File: config.mk
export PLATFORM = sky130hd
export DESIGN_NAME = sram_bus_arbiter
export DESIGN_NICKNAME = d
export VERILOG_FILES = /design/src/rtl/sram_bus_arbiter.sv
export SDC_FILE = /design/constraint.sdc
export NUM_CORES = 1
export LEC_CHECK = 0
export ABC_AREA = 1
export BUFFER_PORTS_ARGS = -buffer_cell sky130_fd_sc_hd__buf_2
export CORE_AREA = 3 3 107 109
export CTS_BUF_LIST = sky130_fd_sc_hd__clkbuf_2 sky130_fd_sc_hd__clkbuf_4 sky130_fd_sc_hd__clkbuf_8
export DETAILED_ROUTE_END_ITERATION = 12
export DIE_AREA = 0 0 110 112
export PLACE_DENSITY = 0.51
export RECOVER_POWER = 50
export SLEW_MARGIN = 20
export SYNTH_ARGS = -nofsm -noshare
export SYNTH_HDL_FRONTEND = slang
export SYNTH_SLANG_ARGS = --single-unit
File: constraint.sdc
create_clock -name cpu_clk_50M -period 2.17 [get_ports cpu_clk_50M]
set_input_delay 0.3255 -clock cpu_clk_50M [delete_from_list [all_inputs] [get_ports cpu_clk_50M]]
set_output_delay 0.3255 -clock cpu_clk_50M [all_outputs]
set_load 0.005 [all_outputs]
File: src/rtl/sram_bus_arbiter.sv
// sram_bus_arbiter: shares one SRAM-like bus between the inst master (M0)
// and the data master (M1). One transaction is outstanding at a time. M1
// has priority, but after STARVE_LIMIT consecutive data grants with M0
// waiting, M0 is granted.
//
// Ports:
//   cpu_clk_50M, cpu_rst      clock (rising edge), async active-high reset
//   m0_* / m1_*               master request side (req/wr/size/addr/wdata in,
//                             addr_ok/data_ok out)
//   m_rdata                   shared read data, non-zero only with a data_ok
//   s_*                       slave request side toward the AXI bridge
//   busy                      arbiter is not idle
module sram_bus_arbiter #(
    parameter int unsigned ADDR_W       = 32,
    parameter int unsigned DATA_W       = 32,
    parameter int unsigned STARVE_LIMIT = 4
) (
    input  logic              cpu_clk_50M,
    input  logic              cpu_rst,
    input  logic              m0_req,
    input  logic              m0_wr,
    input  logic [1:0]        m0_size,
    input  logic [ADDR_W-1:0] m0_addr,
    input  logic [DATA_W-1:0] m0_wdata,
    output logic              m0_addr_ok,
    output logic              m0_data_ok,
    input  logic              m1_req,
    input  logic              m1_wr,
    input  logic [1:0]        m1_size,
    input  logic [ADDR_W-1:0] m1_addr,
    input  logic [DATA_W-1:0] m1_wdata,
    output logic              m1_addr_ok,
    output logic              m1_data_ok,
    output logic [DATA_W-1:0] m_rdata,
    output logic              s_req,
    output logic              s_wr,
    output logic [1:0]        s_size,
    output logic [ADDR_W-1:0] s_addr,
    output logic [DATA_W-1:0] s_wdata,
    input  logic              s_addr_ok,
    input  logic              s_data_ok,
    input  logic [DATA_W-1:0] s_rdata,
    output logic              busy
);

    localparam int unsigned CNT_W = 4;
    localparam logic [CNT_W-1:0] CNT_MAX   = '1;
    localparam logic [CNT_W-1:0] STARVE_LV = CNT_W'(STARVE_LIMIT);

    typedef enum logic [1:0] {
        IDLE = 2'd0,
        ADDR = 2'd1,
        DATA = 2'd2
    } state_e;

    state_e           state_q, state_d;
    logic             grant_q, grant_d;
    logic [CNT_W-1:0] starve_cnt_q, starve_cnt_d;

    // Granted-master view of the request side
    logic              sel_req;
    logic              sel_wr;
    logic [1:0]        sel_size;
    logic [ADDR_W-1:0] sel_addr;
    logic [DATA_W-1:0] sel_wdata;

    // Handshakes before routing to the granted master
    logic addr_ok_c;
    logic data_ok_c;

    // State register
    always_ff @(posedge cpu_clk_50M or posedge cpu_rst) begin
        if (cpu_rst) begin
            state_q      <= IDLE;
            grant_q      <= 1'b0;
            starve_cnt_q <= '0;
        end else begin
            state_q      <= state_d;
            grant_q      <= grant_d;
            starve_cnt_q <= starve_cnt_d;
        end
    end

    // Select the granted master's request fields
    always_comb begin
        sel_req   = grant_q ? m1_req   : m0_req;
        sel_wr    = grant_q ? m1_wr    : m0_wr;
        sel_size  = grant_q ? m1_size  : m0_size;
        sel_addr  = grant_q ? m1_addr  : m0_addr;
        sel_wdata = grant_q ? m1_wdata : m0_wdata;
    end

    // Next-state, arbitration and bus outputs
    always_comb begin
        state_d      = state_q;
        grant_d      = grant_q;
        starve_cnt_d = starve_cnt_q;
        s_req        = 1'b0;
        s_wr         = 1'b0;
        s_size       = 2'b00;
        s_addr       = '0;
        s_wdata      = '0;
        addr_ok_c    = 1'b0;
        data_ok_c    = 1'b0;
        m_rdata      = '0;

        unique case (state_q)
            IDLE: begin
                if (m0_req || m1_req) begin
                    // M1 wins unless M0 has waited through STARVE_LIMIT data grants
                    grant_d = m1_req && !(m0_req && (starve_cnt_q >= STARVE_LV));
                    state_d = ADDR;
                    if (grant_d && m0_req) begin
                        starve_cnt_d = (starve_cnt_q == CNT_MAX) ? CNT_MAX
                                                                 : starve_cnt_q + CNT_W'(1);
                    end else begin
                        starve_cnt_d = '0;
                    end
                end
            end
            ADDR: begin
                s_req     = sel_req;
                s_wr      = sel_wr;
                s_size    = sel_size;
                s_addr    = sel_addr;
                s_wdata   = sel_wdata;
                addr_ok_c = s_addr_ok & sel_req;
                if (!sel_req) begin
                    // Master withdrew before acceptance: abandon without a slave transfer
                    state_d = IDLE;
                end else if (s_addr_ok) begin
                    if (s_data_ok) begin
                        // Slave completed in the accept cycle
                        data_ok_c = 1'b1;
                        m_rdata   = s_rdata;
                        state_d   = IDLE;
                    end else begin
                        state_d = DATA;
                    end
                end
            end
            DATA: begin
                if (s_data_ok) begin
                    data_ok_c = 1'b1;
                    m_rdata   = s_rdata;
                    state_d   = IDLE;
                end
            end
            default: begin
                state_d = IDLE;
            end
        endcase
    end

    // Route handshakes to the granted master only
    always_comb begin
        m0_addr_ok = addr_ok_c & ~grant_q;
        m0_data_ok = data_ok_c & ~grant_q;
        m1_addr_ok = addr_ok_c &  grant_q;
        m1_data_ok = data_ok_c &  grant_q;
        busy       = (state_q != IDLE);
    end

endmodule

-- Yosys cells after proc, flatten, opt, wreduce, memory -nomap -nowiden
Cells that the tools add are included.
- bitwise gates (word level): 6
- shift-type cells: 0
- $add $sub $neg: 1
- multiply operators: 0
- divide/modulo/power cells: 0
- reductions and logical operators: 9
- magnitude comparators: 1
- equality and inequality tests: 6
- multiplexer cells: 27
- operators with widths (operator ; count):
    $mux W32 ; 7
    $pmux W32 S2 ; 1
    $mux W2 ; 7
    $mux W1 ; 8
    $mux W4 ; 2
    $pmux W2 S3 ; 1
    $and A1 B1 Y1 ; 5
    $add A4 B1 Y4 const B ; 1
    $eq A4 B4 Y1 const B ; 1
    $ge A4 B3 Y1 const B ; 1
    $ne A2 B2 Y1 const B ; 2
    $logic_and A1 B1 Y1 ; 3
    $ne A3 B3 Y1 const B ; 1
    $reduce_and A3 Y1 ; 1
    $eq A2 B1 Y1 const B ; 1
    $eq A2 B2 Y1 const B ; 1
    $logic_not A2 Y1 ; 1
    $pmux W1 S2 ; 1
    $reduce_and A2 Y1 ; 1
    $reduce_bool A2 Y1 ; 1
    $logic_not A1 Y1 ; 1
    $logic_or A1 B1 Y1 ; 1
    $not A1 Y1 ; 1
- word-level logic and storage cells: 53
- memories kept: 0
- bits in registers: 7
- RAM bits: 0
- latch bits: 0
- output and inout bits: 105
- ROM bits: 0
- input port bits: 172

-- Logic depth before layout (Yosys ltp)
- depth in word-level cells: 6
- gate-level depth with buffers: 9
- depth with buffers taken out: 8

-- Worst setup path after synthesis
Ideal clock, no wire load.
- kind: flip-flop to output port
- start: reg state_q[1]
- end: out s_addr[22]
- buffers on the path: 2
- setup slack: 0.561 ns
- required time: 1.845 ns
- arrival time: 1.283 ns
- cell stages (with the launch flop): 7
- cells stage by stage: dfrtp_1 > inv_1 > ha_1 > buf_4 > clkbuf_1 > o21ai_0 > nor2_1
- longest elaborated chain between the ends: 2
- RTL lines (item ; line ; text):
    from (decl) ; 56 ; state_e state_q, state_d;
    from (signal assigned) ; 78 ; state_q <= state_d;
    $eq A2 B1 Y1 ; 107 ; unique case (state_q)
    $mux W32 ; 107 ;
    to (decl) ; 38 ; output logic [ADDR_W-1:0] s_addr,
Every way passes these cells.

-- Worst setup path after layout
- start: reg state_q[1]
- end: out m_rdata[11]
- longest elaborated chain between the ends: 2
- elaborated cells on any way between the ends: 3
- those cells by class: eq/ne (2); mux (1)
- RTL lines (item ; line ; text):
    $eq A2 B2 Y1 / $eq A2 B1 Y1 (equally long branches) ; 107 ;
    $pmux W32 S2 (*) ; 107 ;
    to (decl) ; 34 ; output logic [DATA_W-1:0] m_rdata,
Every way passes the cells marked *; elsewhere a longest branch is shown, timed or not.

==> results by group <==
Logic synthesis
  • Most frequent cells after synthesis: nor2_1 (173), o21ai_0 (75), inv_1 (45), clkbuf_1 (18), nand2_1 (12)
  • Yosys top cell area share: 38.4%
  • Ys async rst share: 100%
  • Net count after synthesis: 533
  • Largest cells by area after synthesis: nor2_1 (38%), o21ai_0 (22%), dfrtp_1 (10%)
  • Mean instance size in the synthesized netlist: 4.74 um2
  • Instance count of the mapped netlist: 357
  • Post-synth design cell area: 1690 um2
  • Part of the Yosys area used for sequential elements: 10.3%
  • Library cell occupying the most area in the post-synthesis netlist: nor2_1
  • Leading register cell type out of synthesis: dfrtp_1
  • FF+latch count, synth: 7
  • EDFF count, synth: 0
  • Synthesis warning total: 0
  • Post-synth cell types: 18
  • Most frequently used cell type in the post-synthesis netlist: nor2_1

Final layout
  • Layout Nets: 795
  • Number of antenna repair diodes: 0
  • Synth-to-Final Area Change: 87.3%
  • Share of layout cells above drive strength 1: 42.7%
  • Final non-filler cell total: 758
  • Final Instance Area: 3170 um2

Clock network
  • Latest clock arrival within the worst-skew pair: 230 ps
  • CTS tree: built
  • CTS Buffer Depth: 2
  • Post-CTS setup repair buffer count: 0
  • TritonCTS Sinks: 7
  • Num CTS Buffers: 3
  • Clock-pin slew reported for the worst setup and hold paths after clock tree synthesis: 40 ps
  • Cts-stage hold buffer count: 0
  • # H-tree levels: 1
  • Cell chosen for the clock root: clkbuf_8
  • Post_cts resized: 0

Setup path
  • Element type at the critical path end: output pin
  • Max Fanout on Critical Path: 34
  • Bufs and invs on worst path: 2
  • Required time reported for the critical path endpoint: 1840 ps
  • Crit path launch: state_q[1]
  • Delay-heaviest family, CP: simple AND/OR/NAND/NOR gates
  • Class of the most critical setup path: reg2out
  • Worst Setup Start Kind: register
  • Data arrival at the endpoint of the critical path: 1650 ps
  • Ordered cell list for the critical path: inv_1 > ha_1 > nand3_1 > nand2_2 > nand2_4 > nor2_1 > buf_2
  • Worst r2r src: state_q[1]
  • Delay of the slowest critical-path stage: 380 ps
  • Critical Path Slowest Stage Cell: dfrtp_1

Timing
  • Final setup violation count: 0
  • Worst clock skew on the final layout: 1.05 ps
  • Minimum clock period after layout: 1980 ps
  • Aggregate negative setup slack: 0 ps
  • Final Worst Setup Slack: 192 ps
  • Pins Over Slew Limit: 0
  • Unrepaired setup endpoints after global routing: false
  • Fmax: 506 MHz
  • Remaining max-slew budget at the tightest pin: 70.8%
  • Final hold violations: 0
  • Ratio of final minimum period to clock period: 91.1%
  • Slew at the pin with the worst max-slew slack: 438 ps

Drt
  • Post-detailed-route count of antenna-violating nets: 0
  • Via count: 2,999
  • Length of the first detailed-routing pass in iterations: 4
  • DR WL/cell: 12.0 um
  • Violation count after the first detailed-routing iteration: 147
  • Residual DRC count: 0
  • Post-detailed-routing wire length: 9080 um
  • Via-to-Cell Ratio: 3.96

Global routing
  • Wire length of the first global-routing pass: 13,100 um
  • Met1 track demand over resource: 15.5%
  • Largest net degree at the start of global routing: 42
  • Layer with the highest usage: met2
  • Total grt overflow: 0
  • Met2 Track Usage GR: 24.8%
  • Met3 layer usage reported by global route: 1.51%
  • Tot GR Track Use: 13.1%
  • Initial antenna violation count: 0
  • Via count of the first global-routing pass: 2,729

Floorplan
  • Number of top-level pins: 277
  • Area enclosed by the die boundary: 12,300 um2
  • Die X-Extent: 110 um
  • Initial core utilization: 15.8%
  • Number of core rows: 38
  • Core area: 10,700 um2
  • Die outline height: 112 um

Status
  • Result of the run: finished clean

Placed design
  • Routability cong.: 0.850
  • Detailed-placement wirelength estimate: 7590 um
  • Post-Place Cells: 754
  • Number of I/O port buffers: 276
  • Dpl ws: 470 ps
  • Placed Instance Area: 3170 um2

Min path
  • Path class of the lowest-slack min-delay path: in2async

Pwr
  • Peak supply drop: 0.559 mV
  • Power Dens Cells: 941 nW/um2
  • Leak Pwr: 2.05 nW

Run
  • Number of max-capacitance violations reported: 0
## worst paths after layout
| kind | to | slack [ps] | cells after the start |
|---|---|---|---|
| min in group cpu_clk_50M | state_q[1] | 380 | 4 |
| hold reg to reg | state_q[1] | 510 | 2 |
| hold / removal | starve_cnt_q[0] | 20 | 2 |
| setup / recovery | m_rdata[11] | 190 | 7 |
| max in group asynchronous | grant_q | 1910 | 2 |
| setup reg to reg | state_q[1] | 780 | 7 |
## routing by layer
| layer | share of wire (%) | vias up |
|---|---|---|
| met4 | 1.3 | 0 |
| met1 | 41 | 1256 |
| met2 | 51 | 119 |
| met3 | 6.7 | 14 |
| li1 | - | 1610 |
| met5 | 0 | - |
## registers in the layout (all words and copies together) (netlist names)
register,flops
starve_cnt_q,4
grant_q,1
state_q,2
## logic make-up after synthesis
logic type,share of synthesized area (%)
compound gates,22.8
fa+ha+maj,2.96
buf+inv,18.0
flops,10.3
simple gates,45.9
## layout by cell type (no fill, tap or decap)
cell type    n
nand2_1     12
nand2_4      1
inv_4        1
ha_1         4
clkbuf_4     1
clkbuf_1    29
clkbuf_2    10
nand2_2      3
dfrtp_1      6
a21oi_1      1
nand3_1      7
o21ai_0     76
clkbuf_8     3
nor2_1     174
dfrtp_2      1
buf_2      237
inv_1       45
nor2_2       1
buf_4        6
## final cells by class
class,instances,area (um2)
Clock buffer,4,48.8
Fill cell,1261,7530
Inverter,46,175
Multi-Input combinational cell,279,1200
Sequential cell,7,176
Tap cell,140,175
Timing Repair Buffer,282,1390
## worst register-to-register path: cells and delay by family, from the launching register on
family	cells	cell delay, ps
buffers and inverters	2	370
adders and majority gates	1	180
DFF	1	380
and+or+nand+nor	4	390
## through the flow
stage	hold WS [ps]	total power, mW	utilization (%)
final	22.6	2.98	29.6
after global routing	49.7	3.38	29.6
after CTS	26.7	3.10	30.1
after detailed placement	271	2.89	29.6
after global placement	268	2.87	29.6
after floorplan	129	1.76	-
## power by group
group	internal, mW	switching, mW
combinational	0.987	1.58
clock	0.139	0.0550
sequential	0.179	0.0386
Power figures use the tool's default switching activity.
